==> src/rtl/systolic_mm_engine.sv <==
// rtl/systolic_mm_engine.sv - NxN output-stationary systolic matrix-multiply engine with skewed streaming input
// Optional macro SYSTOLIC_OUT_SAT_EN saturates each output to the signed 2*WIDTH range before ReLU.
module systolic_mm_engine #(
    parameter int N         = 2,
    parameter int WIDTH     = 8,
    parameter int ACC_WIDTH = 2*WIDTH+4,
    parameter int KW        = 8
) (
    input  logic                         clk,
    input  logic                         rst,
    input  logic                         start,
    input  logic [KW-1:0]                k_len,
    input  logic                         activation,
    output logic                         busy,
    input  logic                         in_valid,
    output logic                         in_ready,
    input  logic [N*WIDTH-1:0]           a_data,
    input  logic [N*WIDTH-1:0]           b_data,
    output logic                         c_valid,
    input  logic                         c_ready,
    output logic [N*N*ACC_WIDTH-1:0]     c_data
);
    localparam int PW = 2*WIDTH;
    localparam int DW = $clog2(2*N);

    typedef enum logic [1:0] {S_IDLE, S_LOAD, S_DRAIN, S_DONE} state_t;

    state_t          state;
    logic [KW-1:0]   k_len_q;
    logic [KW-1:0]   beat_cnt;
    logic [DW-1:0]   drain_cnt;
    logic            act_q;
    logic            accept;
    logic            advance;
    logic            clear;

    assign accept  = in_valid && in_ready;
    assign advance = (state == S_LOAD) || (state == S_DRAIN);
    assign clear   = (state == S_IDLE) && start;

    always_ff @(posedge clk or posedge rst) begin
        if (rst) begin
            state     <= S_IDLE;
            k_len_q   <= '0;
            beat_cnt  <= '0;
            drain_cnt <= '0;
            act_q     <= 1'b0;
            busy      <= 1'b0;
            in_ready  <= 1'b0;
            c_valid   <= 1'b0;
        end else begin
            case (state)
                S_IDLE: begin
                    if (start) begin
                        k_len_q  <= k_len;
                        act_q    <= activation;
                        beat_cnt <= '0;
                        busy     <= 1'b1;
                        if (k_len == '0) begin
                            state   <= S_DONE;
                            c_valid <= 1'b1;
                        end else begin
                            state    <= S_LOAD;
                            in_ready <= 1'b1;
                        end
                    end
                end
                S_LOAD: begin
                    if (accept) begin
                        if (beat_cnt == k_len_q - KW'(1)) begin
                            state     <= S_DRAIN;
                            in_ready  <= 1'b0;
                            drain_cnt <= '0;
                        end else begin
                            beat_cnt <= beat_cnt + KW'(1);
                        end
                    end
                end
                S_DRAIN: begin
                    // 2N-1 flush cycles let the last beat reach PE(N-1,N-1)
                    if (drain_cnt == DW'(2*N-2)) begin
                        state   <= S_DONE;
                        c_valid <= 1'b1;
                    end else begin
                        drain_cnt <= drain_cnt + DW'(1);
                    end
                end
                S_DONE: begin
                    if (c_ready) begin
                        state   <= S_IDLE;
                        c_valid <= 1'b0;
                        busy    <= 1'b0;
                    end
                end
                default: state <= S_IDLE;
            endcase
        end
    end

    logic signed [WIDTH-1:0] inj_a  [N];
    logic signed [WIDTH-1:0] inj_b  [N];
    logic signed [WIDTH-1:0] a_head [N];
    logic signed [WIDTH-1:0] b_head [N];

    // Cycles without an accepted beat inject zero bubbles
    always_comb begin
        for (int i = 0; i < N; i++) begin
            inj_a[i] = accept ? $signed(a_data[i*WIDTH +: WIDTH]) : '0;
            inj_b[i] = accept ? $signed(b_data[i*WIDTH +: WIDTH]) : '0;
        end
    end

    for (genvar i = 0; i < N; i++) begin : g_skew
        if (i == 0) begin : g_direct
            assign a_head[i] = inj_a[i];
            assign b_head[i] = inj_b[i];
        end else begin : g_delay
            logic signed [WIDTH-1:0] a_sk [i];
            logic signed [WIDTH-1:0] b_sk [i];

            always_ff @(posedge clk or posedge rst) begin
                if (rst) begin
                    for (int d = 0; d < i; d++) begin
                        a_sk[d] <= '0;
                        b_sk[d] <= '0;
                    end
                end else if (clear) begin
                    for (int d = 0; d < i; d++) begin
                        a_sk[d] <= '0;
                        b_sk[d] <= '0;
                    end
                end else if (advance) begin
                    a_sk[0] <= inj_a[i];
                    b_sk[0] <= inj_b[i];
                    for (int d = 1; d < i; d++) begin
                        a_sk[d] <= a_sk[d-1];
                        b_sk[d] <= b_sk[d-1];
                    end
                end
            end

            assign a_head[i] = a_sk[i-1];
            assign b_head[i] = b_sk[i-1];
        end
    end

    // a_pipe/b_pipe[i][j] are the operands presented to PE(i,j) this cycle
    logic signed [WIDTH-1:0]     a_pipe   [N][N];
    logic signed [WIDTH-1:0]     b_pipe   [N][N];
    logic signed [ACC_WIDTH-1:0] acc      [N][N];
    logic signed [PW-1:0]        prod     [N][N];
    logic signed [ACC_WIDTH-1:0] prod_ext [N][N];

    always_comb begin
        for (int i = 0; i < N; i++) begin
            for (int j = 0; j < N; j++) begin
                prod[i][j]     = a_pipe[i][j] * b_pipe[i][j];
                prod_ext[i][j] = {{(ACC_WIDTH-PW){prod[i][j][PW-1]}}, prod[i][j]};
            end
        end
    end

    always_ff @(posedge clk or posedge rst) begin
        if (rst) begin
            for (int i = 0; i < N; i++) begin
                for (int j = 0; j < N; j++) begin
                    a_pipe[i][j] <= '0;
                    b_pipe[i][j] <= '0;
                    acc[i][j]    <= '0;
                end
            end
        end else if (clear) begin
            for (int i = 0; i < N; i++) begin
                for (int j = 0; j < N; j++) begin
                    a_pipe[i][j] <= '0;
                    b_pipe[i][j] <= '0;
                    acc[i][j]    <= '0;
                end
            end
        end else if (advance) begin
            for (int i = 0; i < N; i++) begin
                a_pipe[i][0] <= a_head[i];
                b_pipe[0][i] <= b_head[i];
                for (int j = 1; j < N; j++) begin
                    a_pipe[i][j] <= a_pipe[i][j-1];
                    b_pipe[j][i] <= b_pipe[j-1][i];
                end
            end
            for (int i = 0; i < N; i++) begin
                for (int j = 0; j < N; j++) begin
                    acc[i][j] <= acc[i][j] + prod_ext[i][j];
                end
            end
        end
    end

`ifdef SYSTOLIC_OUT_SAT_EN
    localparam logic signed [ACC_WIDTH-1:0] SAT_MAX = {{(ACC_WIDTH-PW+1){1'b0}}, {(PW-1){1'b1}}};
    localparam logic signed [ACC_WIDTH-1:0] SAT_MIN = {{(ACC_WIDTH-PW+1){1'b1}}, {(PW-1){1'b0}}};
`endif

    logic signed [ACC_WIDTH-1:0] out_v;

    always_comb begin
        c_data = '0;
        out_v  = '0;
        for (int i = 0; i < N; i++) begin
            for (int j = 0; j < N; j++) begin
                out_v = acc[i][j];
`ifdef SYSTOLIC_OUT_SAT_EN
                if (out_v > SAT_MAX) begin
                    out_v = SAT_MAX;
                end else if (out_v < SAT_MIN) begin
                    out_v = SAT_MIN;
                end
`endif
                if (act_q && out_v[ACC_WIDTH-1]) begin
                    out_v = '0;
                end
                c_data[(i*N+j)*ACC_WIDTH +: ACC_WIDTH] = out_v;
            end
        end
    end

endmodule

==> config.mk <==
export PLATFORM = sky130hd
export DESIGN_NAME = systolic_mm_engine
export DESIGN_NICKNAME = d
export VERILOG_FILES = /design/src/rtl/systolic_mm_engine.sv
export SDC_FILE = /design/constraint.sdc
export NUM_CORES = 1
export LEC_CHECK = 0
export BUFFER_PORTS_ARGS = -buffer_cell sky130_fd_sc_hd__buf_2
export CAP_MARGIN = 10
export CORE_MARGIN = 2
export CORE_UTILIZATION = 34
export DETAILED_ROUTE_END_ITERATION = 12
export GPL_TIMING_DRIVEN = 0
export PLACE_DENSITY = 0.61
export SYNTH_ARGS = -nofsm -noshare
export SYNTH_HDL_FRONTEND = slang
export SYNTH_SLANG_ARGS = --single-unit
==> constraint.sdc <==
create_clock -name clk -period 16.7 [get_ports clk]
set_input_delay 3.34 -clock clk [delete_from_list [all_inputs] [get_ports clk]]
set_output_delay 3.34 -clock clk [all_outputs]
set_load 0.01 [all_outputs]
Word-level counts from Yosys, hierarchy flattened
Cells that the tools add are included.
{"block": "word_totals", "elab_cells": 113, "reg_bits": 184, "out_inout_bits": 83, "input_bits": 46}
{"block": "op_classes", "n_mux": 45, "reduce_logical": 21, "multipliers": 4, "eq_ne": 14, "addsub": 7}
{"operator": "2-to-1 mux 80 bit", "count": 2}
{"operator": "2-to-1 mux 32 bit", "count": 4}
{"operator": "2-to-1 mux 8 bit", "count": 11}
{"operator": "adder 20 x 16 -> 20 bit", "count": 4}
{"operator": "2-to-1 mux 20 bit", "count": 4}
{"operator": "multiplier 8 x 8 -> 16 bit", "count": 4}
{"operator": "2-to-1 mux 2 bit", "count": 9}
{"operator": "case mux 8 bit (2 select lines)", "count": 1}
{"operator": "AND reduction 5 bit", "count": 3}
{"operator": "!= test 2 bit (second input constant)", "count": 6}
{"operator": "2-to-1 mux 1 bit", "count": 9}
{"operator": "adder 8 x 1 -> 8 bit (second input constant)", "count": 1}
{"operator": "== test 8 bit", "count": 1}
{"operator": "logical NOT 8 bit", "count": 1}
{"operator": "case mux 2 bit (4 select lines)", "count": 1}
{"operator": "AND reduction 4 bit", "count": 2}
{"operator": "nonzero test 2 bit", "count": 4}
{"operator": "subtractor 8 x 1 -> 8 bit (second input constant)", "count": 1}
{"operator": "== test 2 bit (second input constant)", "count": 3}
{"operator": "logical AND 1 bit", "count": 6}
{"operator": "!= test 2 x 1 -> 1 bit (second input constant)", "count": 3}
{"operator": "case mux 1 bit (2 select lines)", "count": 2}
{"operator": "case mux 2 bit (2 select lines)", "count": 1}
{"operator": "case mux 1 bit (3 select lines)", "count": 1}
{"operator": "other kinds (7)", "count": 7}

Longest topological paths before layout
{"block": "logic_depth", "depth_word": 5, "mapped_depth": 21, "depth_no_buf": 20}

Least setup slack after synthesis
OpenSTA, ideal clock, no wires.
{"block": "synth_path", "path_type": "reg2reg", "start": "register b_pipe[0] (netlist bit)", "end": "register acc[19] (netlist bit)", "required_time_ps": 16580, "path_stages_with_launch": 19, "setup_ps": 120, "synth_period_minus_slack_ps": 5510, "arrival_time_ps": 5390, "setup_slack_ps": 11190, "cell_sequence": "dfrtp_1 -> clkbuf_1 -> and2_1 -> inv_1 -> fa_1 -> inv_1 -> fa_1 -> fa_1 -> fa_1 -> fa_1 -> ha_1 -> a21oi_1 -> o22ai_1 -> o21a_1 -> o2bb2ai_1 -> o41ai_1 -> xnor2_1 -> a21oi_1 -> a31o_2"}
{"block": "synth_via", "elab_chain_len": 4}
{"item": "from (decl)", "line": "149", "text": "logic signed [WIDTH-1:0] b_pipe [N][N];"}
{"item": "from (signal, indexed assignment)", "line": "183", "text": "b_pipe[0][i] <= b_head[i];"}
{"item": "from (signal, indexed assignment)", "line": "186", "text": "b_pipe[j][i] <= b_pipe[j-1][i];"}
{"item": "multiplier 8 x 8 -> 16 bit", "line": "157", "text": "prod[i][j] = a_pipe[i][j] * b_pipe[i][j];"}
{"item": "adder 20 x 16 -> 20 bit", "line": "191", "text": "acc[i][j] <= acc[i][j] + prod_ext[i][j];"}
{"item": "2-to-1 mux 80 bit", "line": "180", "text": "end else if (advance) begin"}
{"item": "2-to-1 mux 80 bit", "line": "172", "text": "end else if (clear) begin"}
{"item": "to (signal, indexed assignment)", "line": "191"}
{"item": "to (decl)", "line": "150", "text": "logic signed [ACC_WIDTH-1:0] acc [N][N];"}
No other way between the ends. The select of a mux whose other input is x is not followed.
A chain may end at the register's enable or synchronous reset.

Final worst setup path
{"block": "layout_path", "start": "register act_q", "end": "output port c_data[23]"}
{"block": "layout_via", "elab_chain_len": 2}
{"item": "from (decl)", "line": "32", "text": "logic act_q;"}
{"item": "from (signal assigned)", "line": "56", "text": "act_q <= activation;"}
{"item": "logical AND 1 bit", "line": "217", "text": "if (act_q && out_v[ACC_WIDTH-1]) begin"}
{"item": "2-to-1 mux 20 bit", "line": "217"}
{"item": "to (decl)", "line": "21", "text": "output logic [N*N*ACC_WIDTH-1:0] c_data"}
No other way between the ends.

==> flow_metrics.tcl <==
set metrics [dict create \
    outcome "finished, final reports clean" \
    dp_hpwl_mm 48.0 \
    async_flop_share 1.00 \
    power_density_nw_per_um2 154 \
    gp_congestion 0.869 \
    crit_slowest_cell "clkbuf_1" \
    timing.hold.worst.class "flip-flop to flip-flop" \
    crit_top_cell "clkbuf_1" \
    finalSetupViolations 0 \
    startpoint_type "flip-flop" \
    antennaDiodeCount 0 \
    numClockSinks 184 \
    fillers 6457 \
    netlist_area_um2 22200 \
    seq_area_um2 4600 \
    synth-seq-cells 184 \
    min_period_ns 6.44 \
    synth_edf_count 0 \
    drc 0 \
    ys.warnings.count 0 \
    drtIter0Drc 898 \
    vias 15900 \
    drtAntennaViolNets 0 \
    final_area_um2 24500 \
    cp_slowest_stage_delay_ns 0.69 \
    numCtsBuffers 17 \
    die-area_um2 67200 \
    max_freq_ghz 0.155 \
    grt_max_degree 114 \
    grt_pass1_vias 17200 \
    multi_input_area_um2 15800 \
    rsz0062_at_grt "no" \
    postCtsSetupBuffers 0 \
    rows 93 \
    path_clk_slew_ns 0.08 \
    io_buffers 128 \
    crit_path_end_kind "primary output" \
    die_x_um 259 \
    htreeDepth 4 \
    setup_tns_ns 0 \
    path_cells "clkbuf_1 > clkbuf_1 > a21oi_1 > buf_2" \
    cts_tree "built" \
    dp_slack_ns 10.30 \
    area_growth_pct 10.7 \
    worst_skew_pair.late_latency_ns 0.49 \
    timing.final.crit_share 0.386 \
    relSlewSlack 0.153 \
    ys.flop_type "dfrtp_1" \
    core-area_um2 64500 \
    post-route-util 0.380 \
    drv_slew 0 \
    overflow 0 \
    critPathArrivalTime_ns 3.10 \
    ys_types 59 \
    dpl.cell_count 3220 \
    postPlaceCellArea_um2 23900 \
    crit_path_max_fanout 10 \
    syn_nets 2825 \
    drtPass1Iterations 5 \
    finalWirelength_mm 59.1 \
    p_leak_nw 13.4 \
    syn_inst 2236 \
    setup_ws_ns 10.26 \
    grt_pass1_wl_mm 96.1 \
    path_buf_inv 3 \
    layout-drive-gt1-share 0.0709 \
    cts_resized 0 \
    cts-root-buf "clkbuf_16" \
    power_mw 3.78 \
    die_h_um 259 \
    grt_use_total 0.186 \
    final_cell_count_no_fill 3253 \
    start_util 0.344 \
    r2r_cells 18 \
    whs_ns 0.501 \
    crit_cells 4 \
    path_delay_family "buffers and inverters" \
    antenna_found_initial 0 \
    pin_count 129 \
    seq_area_frac_synth 0.208 \
    drv_cap 0 \
    wl_per_cell_um 18.2 \
    holdPathStages 2 \
    finClkSkew_ns 0.0174 \
    vias_per_cell 4.89 \
    fin_nets 2974 \
    cts-hold-fix-buffers 0 \
    cp.required_ns 13.36 \
    clockBufferDepth 2 \
    criticalPathCategory "flip-flop to primary output" \
    ir_drop_v 0.000125 \
    max_slew.worst_pin.slew_ns 1.27 \
    avgSynthCellArea_um2 9.91 \
    hold_violations 0 \
]
[registers in the layout, summed over array words and instances, names as in the netlist]
name	cells
beat_cnt	8
act_q	1
in_ready	1
k_len_q	8
g_skew.g_delay.b_sk	8
c_valid	1
b_pipe	32
state	2
drain_cnt	2
g_skew.g_delay.a_sk	8
acc	80
a_pipe	32
busy	1
[cell type report]
type                    count  share of cell area
plain buffers              95              0.0145
inverters                 382              0.0588
repair buffers            130              0.0284
well taps                 855              0.0436
multi-input cells        1575               0.643
clock buffers              18              0.0175
flip-flops and latches    184               0.188
clock inverters            14             0.00658
[placed cells by master (no fill, tap or decap), types with 10 or more instances in the layout]
master and count:
clkbuf_16 17, a22o_1 33, fa_1 352, a21oi_1 66, nor2_1 162, mux2i_1 103, buf_2 128, a21o_1 12
clkbuf_1 87, nor3_1 20, o21a_1 16, nand3_1 17, nand2b_1 10, and2_1 188, xor2_1 23, inv_1 376
o21ai_0 46, o21bai_1 11, xnor2_1 57, nor2b_1 17, dfrtp_1 184, o22ai_1 10, ha_1 191, nand2_1 162
[report_power, final]
group | internal (mW) | switching, mW
registers | 0.614 | 0.166
logic | 0.986 | 1.58
clock network | 0.201 | 0.226
total | 1.80 | 1.98
[cells by family after synthesis]
group | count (synthesis) | synth area share
muxes | 105 | 0.0475
adders and majority gates | 543 | 0.426
buffers and inverters | 477 | 0.0808
AOI/OAI and AO/OA | 247 | 0.0747
xor gates and xnor gates | 81 | 0.0324
and+or+nand+nor | 599 | 0.131
DFF | 184 | 0.208
[final timing paths]
check	start	to	slack [ns]
setup / recovery	act_q	c_data[23]	10.26
hold / removal	c_valid	c_valid	0.50
setup reg to reg	b_pipe[0]	acc[19]	10.33
hold reg to reg	c_valid	c_valid	0.50
max in group asynchronous	rst	k_len_q[0]	12.82
min in group asynchronous	rst	acc[32]	2.92
[layer usage]
layer | vias up | wire length [µm] | global-route usage
met5 | - | 0 | 0
met4 | 0 | 1920 | 0.0640
met3 | 83 | 3200 | 0.0373
met2 | 359 | 28600 | 0.309
met1 | 8145 | 25400 | 0.243
li1 | 7316 | - | -
[tightest hold or removal path, delay by kind of cell, from the launching register on]
kind | cells | cell delay, ns
AO/OA/AOI/OAI | 1 | 0.06
flip-flops | 1 | 0.36
AND/OR/NAND/NOR | 1 | 0.05
[synth_stat cells, types with 9 or more instances]
cell,count,area (µm²)
fa_1,352,7050
ha_1,191,2390
a22o_1,33,289
nor3_1,20,100
a21oi_1,66,330
nand3_1,17,85.1
o22ai_1,10,62.6
xnor2_1,57,499
a211oi_1,9,67.6
nand2b_1,10,62.6
o21a_1,16,120
and2_1,188,1180
nor2_1,162,608
inv_1,377,1420
o21bai_1,11,82.6
clkbuf_1,86,323
dfrtp_1,184,4600
o21ai_0,46,230
buf_1,9,33.8
xor2_1,23,201
nor2b_1,17,106
nand2_1,162,608
a21o_1,12,90.1
mux2i_1,103,1030
(Power assumes the default switching activity.)
